**config.mk**
```make
export PLATFORM = sky130hd
export DESIGN_NAME = ram_array
export DESIGN_NICKNAME = d
export VERILOG_FILES = /design/src/rtl/hack_mem_pkg.sv /design/src/rtl/ram_clear_seq.sv /design/src/rtl/ram_array.sv
export SDC_FILE = /design/constraint.sdc
export NUM_CORES = 2
export LEC_CHECK = 0
export CORE_AREA = 2 2 382 384
export CTS_CLUSTER_DIAMETER = 100
export DETAILED_ROUTE_END_ITERATION = 8
export DIE_AREA = 0 0 384 386
export DONT_BUFFER_PORTS = 1
export PLACE_DENSITY = 0.71
export SLEW_MARGIN = 30
export SYNTH_ARGS = -nofsm -noshare
export SYNTH_HDL_FRONTEND = slang
export SYNTH_SLANG_ARGS = --single-unit
```
**constraint.sdc**
```tcl
create_clock -name clock -period 2.17 [get_ports clock]
set_input_delay 0.3255 -clock clock [delete_from_list [all_inputs] [get_ports clock]]
set_output_delay 0.3255 -clock clock [all_outputs]
set_load 0.05 [all_outputs]
```
**src/rtl/hack_mem_pkg.sv**
```systemverilog
// Shared definitions for the ram_array block: default geometry and clear-sequencer states.
package hack_mem_pkg;

    localparam int DATA_WIDTH_DEF = 16;
    localparam int ADDR_WIDTH_DEF = 7;

    typedef enum logic {
        IDLE  = 1'b0,
        CLEAR = 1'b1
    } clr_state_e;

endpackage

```
**src/rtl/ram_clear_seq.sv**
```systemverilog
// Post-reset clear sequencer: walks every address once, writing zero, while holding busy high.
module ram_clear_seq
    import hack_mem_pkg::*;
#(
    parameter int ADDR_WIDTH = ADDR_WIDTH_DEF
) (
    input  logic                  clock,
    input  logic                  reset,
    output logic                  busy,
    output logic                  clr_we,
    output logic [ADDR_WIDTH-1:0] clr_addr
);

    clr_state_e            state_q, state_d;
    logic [ADDR_WIDTH-1:0] cnt_q, cnt_d;

    always_ff @(posedge clock or posedge reset) begin
        if (reset) begin
            state_q <= CLEAR;
            cnt_q   <= '0;
        end else begin
            state_q <= state_d;
            cnt_q   <= cnt_d;
        end
    end

    // The counter wraps back to 0 on the final clear edge, ready for the next reset.
    always_comb begin
        state_d = state_q;
        cnt_d   = cnt_q;
        case (state_q)
            CLEAR: begin
                cnt_d = cnt_q + 1'b1;
                if (cnt_q == {ADDR_WIDTH{1'b1}}) begin
                    state_d = IDLE;
                end
            end
            default: begin
                state_d = IDLE;
            end
        endcase
    end

    always_comb begin
        busy     = (state_q == CLEAR);
        clr_we   = (state_q == CLEAR);
        clr_addr = cnt_q;
    end

endmodule

```
**src/rtl/ram_array.sv**
```systemverilog
// Single-port word RAM with 1-cycle registered reads; write beats read on the same edge.
// Optional post-reset zero fill is enabled by defining RAM_ARRAY_CLEAR_EN.
module ram_array
    import hack_mem_pkg::*;
#(
    parameter int DATA_WIDTH = DATA_WIDTH_DEF,
    parameter int ADDR_WIDTH = ADDR_WIDTH_DEF
) (
    input  logic                  clock,
    input  logic                  reset,
    input  logic                  ram_load,
    input  logic                  ram_read,
    input  logic [ADDR_WIDTH-1:0] ram_address,
    input  logic [DATA_WIDTH-1:0] ram_input,
    output logic [DATA_WIDTH-1:0] ram_output,
    output logic                  ram_valid,
    output logic                  ram_busy
);

    localparam int DEPTH = 1 << ADDR_WIDTH;

    logic [DATA_WIDTH-1:0] mem_q [DEPTH];
    logic [DATA_WIDTH-1:0] rd_data_q, rd_data_d;
    logic                  rd_vld_q, rd_vld_d;

    logic                  user_we;
    logic                  user_re;
    logic                  mem_we;
    logic [ADDR_WIDTH-1:0] mem_addr;
    logic [DATA_WIDTH-1:0] mem_wdata;

`ifdef RAM_ARRAY_CLEAR_EN
    logic                  clr_we;
    logic [ADDR_WIDTH-1:0] clr_addr;

    ram_clear_seq #(
        .ADDR_WIDTH (ADDR_WIDTH)
    ) u_clear_seq (
        .clock    (clock),
        .reset    (reset),
        .busy     (ram_busy),
        .clr_we   (clr_we),
        .clr_addr (clr_addr)
    );

    // The sequencer owns the write port for the whole clear; user requests are dropped meanwhile.
    always_comb begin
        mem_we    = clr_we | user_we;
        mem_addr  = clr_we ? clr_addr : ram_address;
        mem_wdata = clr_we ? '0 : ram_input;
    end
`else
    assign ram_busy = 1'b0;

    always_comb begin
        mem_we    = user_we;
        mem_addr  = ram_address;
        mem_wdata = ram_input;
    end
`endif

    always_comb begin
        user_we = ram_load & ~ram_busy;
        user_re = ram_read & ~ram_load & ~ram_busy;
    end

    always_ff @(posedge clock) begin
        if (mem_we) begin
            mem_q[mem_addr] <= mem_wdata;
        end
    end

    always_comb begin
        rd_vld_d  = user_re;
        rd_data_d = user_re ? mem_q[ram_address] : rd_data_q;
    end

    always_ff @(posedge clock or posedge reset) begin
        if (reset) begin
            rd_data_q <= '0;
            rd_vld_q  <= 1'b0;
        end else begin
            rd_data_q <= rd_data_d;
            rd_vld_q  <= rd_vld_d;
        end
    end

    assign ram_output = rd_data_q;
    assign ram_valid  = rd_vld_q;

endmodule

```
==> metrics.md <==
| Metric | Value |
|---|---|
| Period utilization | 160.5% |
| First-pass GRT wire length | between 300000 and 400000 µm |
| DRC viols | 0 |
| Adder-Cell Fraction of Synth Area | 0% |
| Syn_nets | around 4400 |
| Sw Ratio | between 20% and 30% |
| Grt ovf | 0 |
| Power Density | 877.0 nW/µm² |
| Cell Chain, Critical Path | and2_4 -> buf_4 -> a221o_1 -> a222oi_1 -> o22ai_1 -> nor3_2 -> a31oi_1 |
| Register area share after synthesis | 77.24% |
| CTS H-tree depth | 4 |
| Mapped Cells | between 4000 and 5000 |
| Setup WS post-layout | -1.314 ns |
| Worst VDD drop | between 0.8 and 0.9 mV |
| Port buffer count | 0 |
| Final Hold Fails | 0 |
| Initial Util | between 50 and 60% |
| Setup TNS | -39.96 ns |
| Syn Area/Cell | 18.30 µm² |
| Sw Pwr | between 15 and 20 mW |
| Int Power | 66.50 mW |
| Comb power frac | between 6 and 7% |
| Largest net degree at the start of global routing | 449 |
| DR pass1 iterations | 6 |
| Die width | roughly 380 µm |
| WP data arrival | between 4 and 5 ns |
| Total GRT Usage | roughly a third |
| Worst Setup Path Type | primary input to flip-flop |
| Crit end category | flip-flop |
| Vias | 49300 |
| Final Critical Period | about 3.5 ns |
| Clk_lat worst skew | roughly 0.85 ns |
| Max-cap viol count | 0 |
| Clock buffer depth | 3 |
| Initial DRC count | roughly 8000 |
| Worst path max stage delay | slightly above 0.9 ns |
| Fmax | about 290 MHz |
| Number of flops mapped to enable cells by yosys | 2048 |
| Clock transition at path regs | about 0.060 ns |
| Worst EP required | 2.88 ns |
| Area growth syn-to-layout | 21.94% |
| Ys flop type | edfxtp_1 |
| Final ANT Viol Nets | 0 |
| Placeable Area | around 140000 µm² |
| Final setup vio count | 240 |
| Yosys warning count | 0 |
| Wire per inst | around 36 µm |
| Flop pwr share | roughly 52% |
| P_leak | 31.92 nW |
| Hold Path Class | primary input to flip-flop |
| RSZ-0062 raised after global routing | yes |
| Largest family of logic cells by synthesized area | multiplexers |
| Vias in the first global route | 47370 |
| Fraction of layout cells with a size suffix above 1 | between 20% and 30% |
| Fin nets | 5012 |
| Clock power frac | a little over 40% |
| Synth Cell Area | about 80000 µm² |
| Crit Path Max Fanout | about 450 |
| Max Slew Vio Count | around 190 |
| Initial antenna violation count | 5 |
| Hold Worst Slack | 0.07133 ns |
| Compound-cell area share of the yosys netlist | slightly below 9% |
| Measured slew at the worst slew-check pin | 2.021 ns |
| DIE HEIGHT | 386 µm |
| Placer congestion estimate | a little under 1 |
| DR vias/cell | around 7.0 |
| Ys async rst share | less than 1% |
| Clock Skews | between 0.05 and 0.06 ns |
| Post-Synth Simple-Gate Area | approximately 2.6% |
| Final Core Density | between 60% and 70% |
| CTS tree | built |
| Synth Register Bits | around 2100 |
| FP Rows | between 100 and 150 |
| Full die area | 148200 µm² |
| Status | finished with violations |
| Slowest CP cell | and2_4 |
| CTS Sinks | a little over 2000 |
| WL final | between 200000 and 300000 µm |
| DP HPWL | ~140000 µm |
| Multiplexer area fraction after synthesis | ~9.0% |
| Failing checks | max-slew violations, negative setup slack |
| Slew HR | -34.77% |
| Root Buffer | clkbuf_16 |
| Synth Area in XOR/XNOR | 0% |
| Startpoint Class | primary input |
| Cell variety after synth | 76 |
| Ports | 45 |
| TritonCTS buffer count | 199 |
[synth_stat cells, drive strengths merged, types with 6 or more instances]
master / count / area [µm²]
and2: 8 / 50.05
a21oi: 155 / 775.7
nand2: 144 / 540.5
mux4: 145 / 3266
a31oi: 15 / 93.84
o31ai: 6 / 45.04
nand3: 20 / 100.1
dfrtp: 17 / 425.4
nor2: 257 / 969.7
mux2i: 215 / 2152
a211oi: 17 / 127.6
inv: 7 / 26.27
o2bb2ai: 14 / 122.6
clkbuf: 89 / 334.1
o221ai: 43 / 376.6
o311ai: 7 / 61.31
a22o: 21 / 183.9
nor3: 35 / 180.2
a221oi: 247 / 2188
o22ai: 55 / 344.1
o21ai: 154 / 770.7
a222oi: 11 / 110.1
o211ai: 16 / 120.1
a21o: 6 / 45.04
edfxtp: 2048 / 61500
a311oi: 6 / 52.55
mux2: 161 / 1820
a2111oi: 7 / 67.56
a221o: 61 / 610.6
a22oi: 78 / 585.6
nor2b: 9 / 63.81
nor4: 7 / 43.79
buf: 224 / 1394
o22a: 9 / 78.83
[area by class of cell]
type | instances | area, µm²
Antenna cell | 7 | 17.52
Multi-Input combinational cell | 1994 | 17870
Tap cell | 1917 | 2399
Inverter | 8 | 41.29
Timing Repair Buffer | 717 | 8787
Clock buffer | 237 | 5205
Sequential cell | 2065 | 61920
Fill cell | 9028 | 46750
Clock inverter | 137 | 1520
[state kept, by name (all words and copies together), names as in the netlist]
register and count:
mem_q 2048, ram_output 16, ram_valid 1
[power by group through the flow]
stage / clock network, mW / registers [mW] / logic (mW)
detailed placement: 0 / 45.2 / 4.08
CTS: 35.6 / 44.4 / 5.08
global placement: 0 / 45.2 / 4.05
finish: 35.5 / 44.4 / 5.83
floorplan: 0 / 45.2 / 2.48
global route: 37.1 / 44.4 / 5.91
[placed cells by master, fill, tap and decap left out, types with 26 or more instances in the layout]
cell              n
edfxtp_1       2048
buf_4           436
a221oi_1        237
clkbuf_16       216
mux2i_1         208
buf_12          208
a21oi_1         152
mux4_2          145
o21ai_0         139
nand2_1         137
nor2_1          129
mux2_2          125
nor2_4           90
a22oi_1          78
a221o_1          61
clkinv_1         60
o22ai_1          52
o221ai_1         39
nor2_2           38
mux2_1           33
clkbuf_1         32
dlygate4sd3_1    30
clkinv_2         28
bufinv_16        26
[path summary, 6_finish.rpt]
path | start | endpoint | slack [ns] | cells past startpoint
max | ram_address[2] | ram_output[6] | -1.31 | 7
min | ram_address[5] | ram_output[13] | 0.07 | 4
max reg2reg | mem_q[33][6] | ram_output[6] | -0.41 | 6
min reg2reg | ram_output[9] | ram_output[9] | 0.59 | 2
max in group asynchronous | reset | ram_output[11] | 1.33 | 4
min in group asynchronous | reset | ram_output[1] | 0.53 | 4
[cell families (layout without fill, tap and decap cells)]
kind of cell	count (synthesis)	after routing
multiplexers	521	521
AO/OA/AOI/OAI	967	967
AND/OR/NAND/NOR	505	505
flip-flops	2065	2065
buffers and inverters	321	1099
other	1	8
[per-stage QoR]
| stage | instance area, µm² | setup slack, ns | instances | power [mW] |
|---|---|---|---|---|
| after detailed placement | 89150 | -1.229 | 6619 | 49.30 |
| after floorplan | 81250 | -0.1288 | 4380 | 47.63 |
| final | 97760 | -1.314 | 7082 | 85.74 |
| after global placement | 89150 | -1.279 | 6619 | 49.26 |
| after CTS | 96950 | -0.1778 | 7042 | 85.10 |
| after global routing | 97750 | -0.4250 | 7076 | 87.40 |
[timing repair]
action,CTS,global route
buffers inserted,0,10
hold buffers,49,1
endpoints found under the setup margin,12,1179
hold endpoints to repair,2254,1
cloned,0,16
pin swaps,17,6
gates resized for setup,56,30
[worst max-delay path: cells and delay by family]
family	cells	cell delay (ns)
AO/OA/AOI/OAI	4	1.33
buffers and inverters	1	0.26
AND/OR/NAND/NOR	2	1.30
[metal layers]
layer  track usage, %  share of wire [%]  vias up
li1                 -                  -    19400
met3            10.31                 14      801
met5                0             0.0051        -
met1            44.94                 35    25040
met4            15.85                5.8        2
met2            50.10                 45     4051
(Power assumes the default switching activity.)
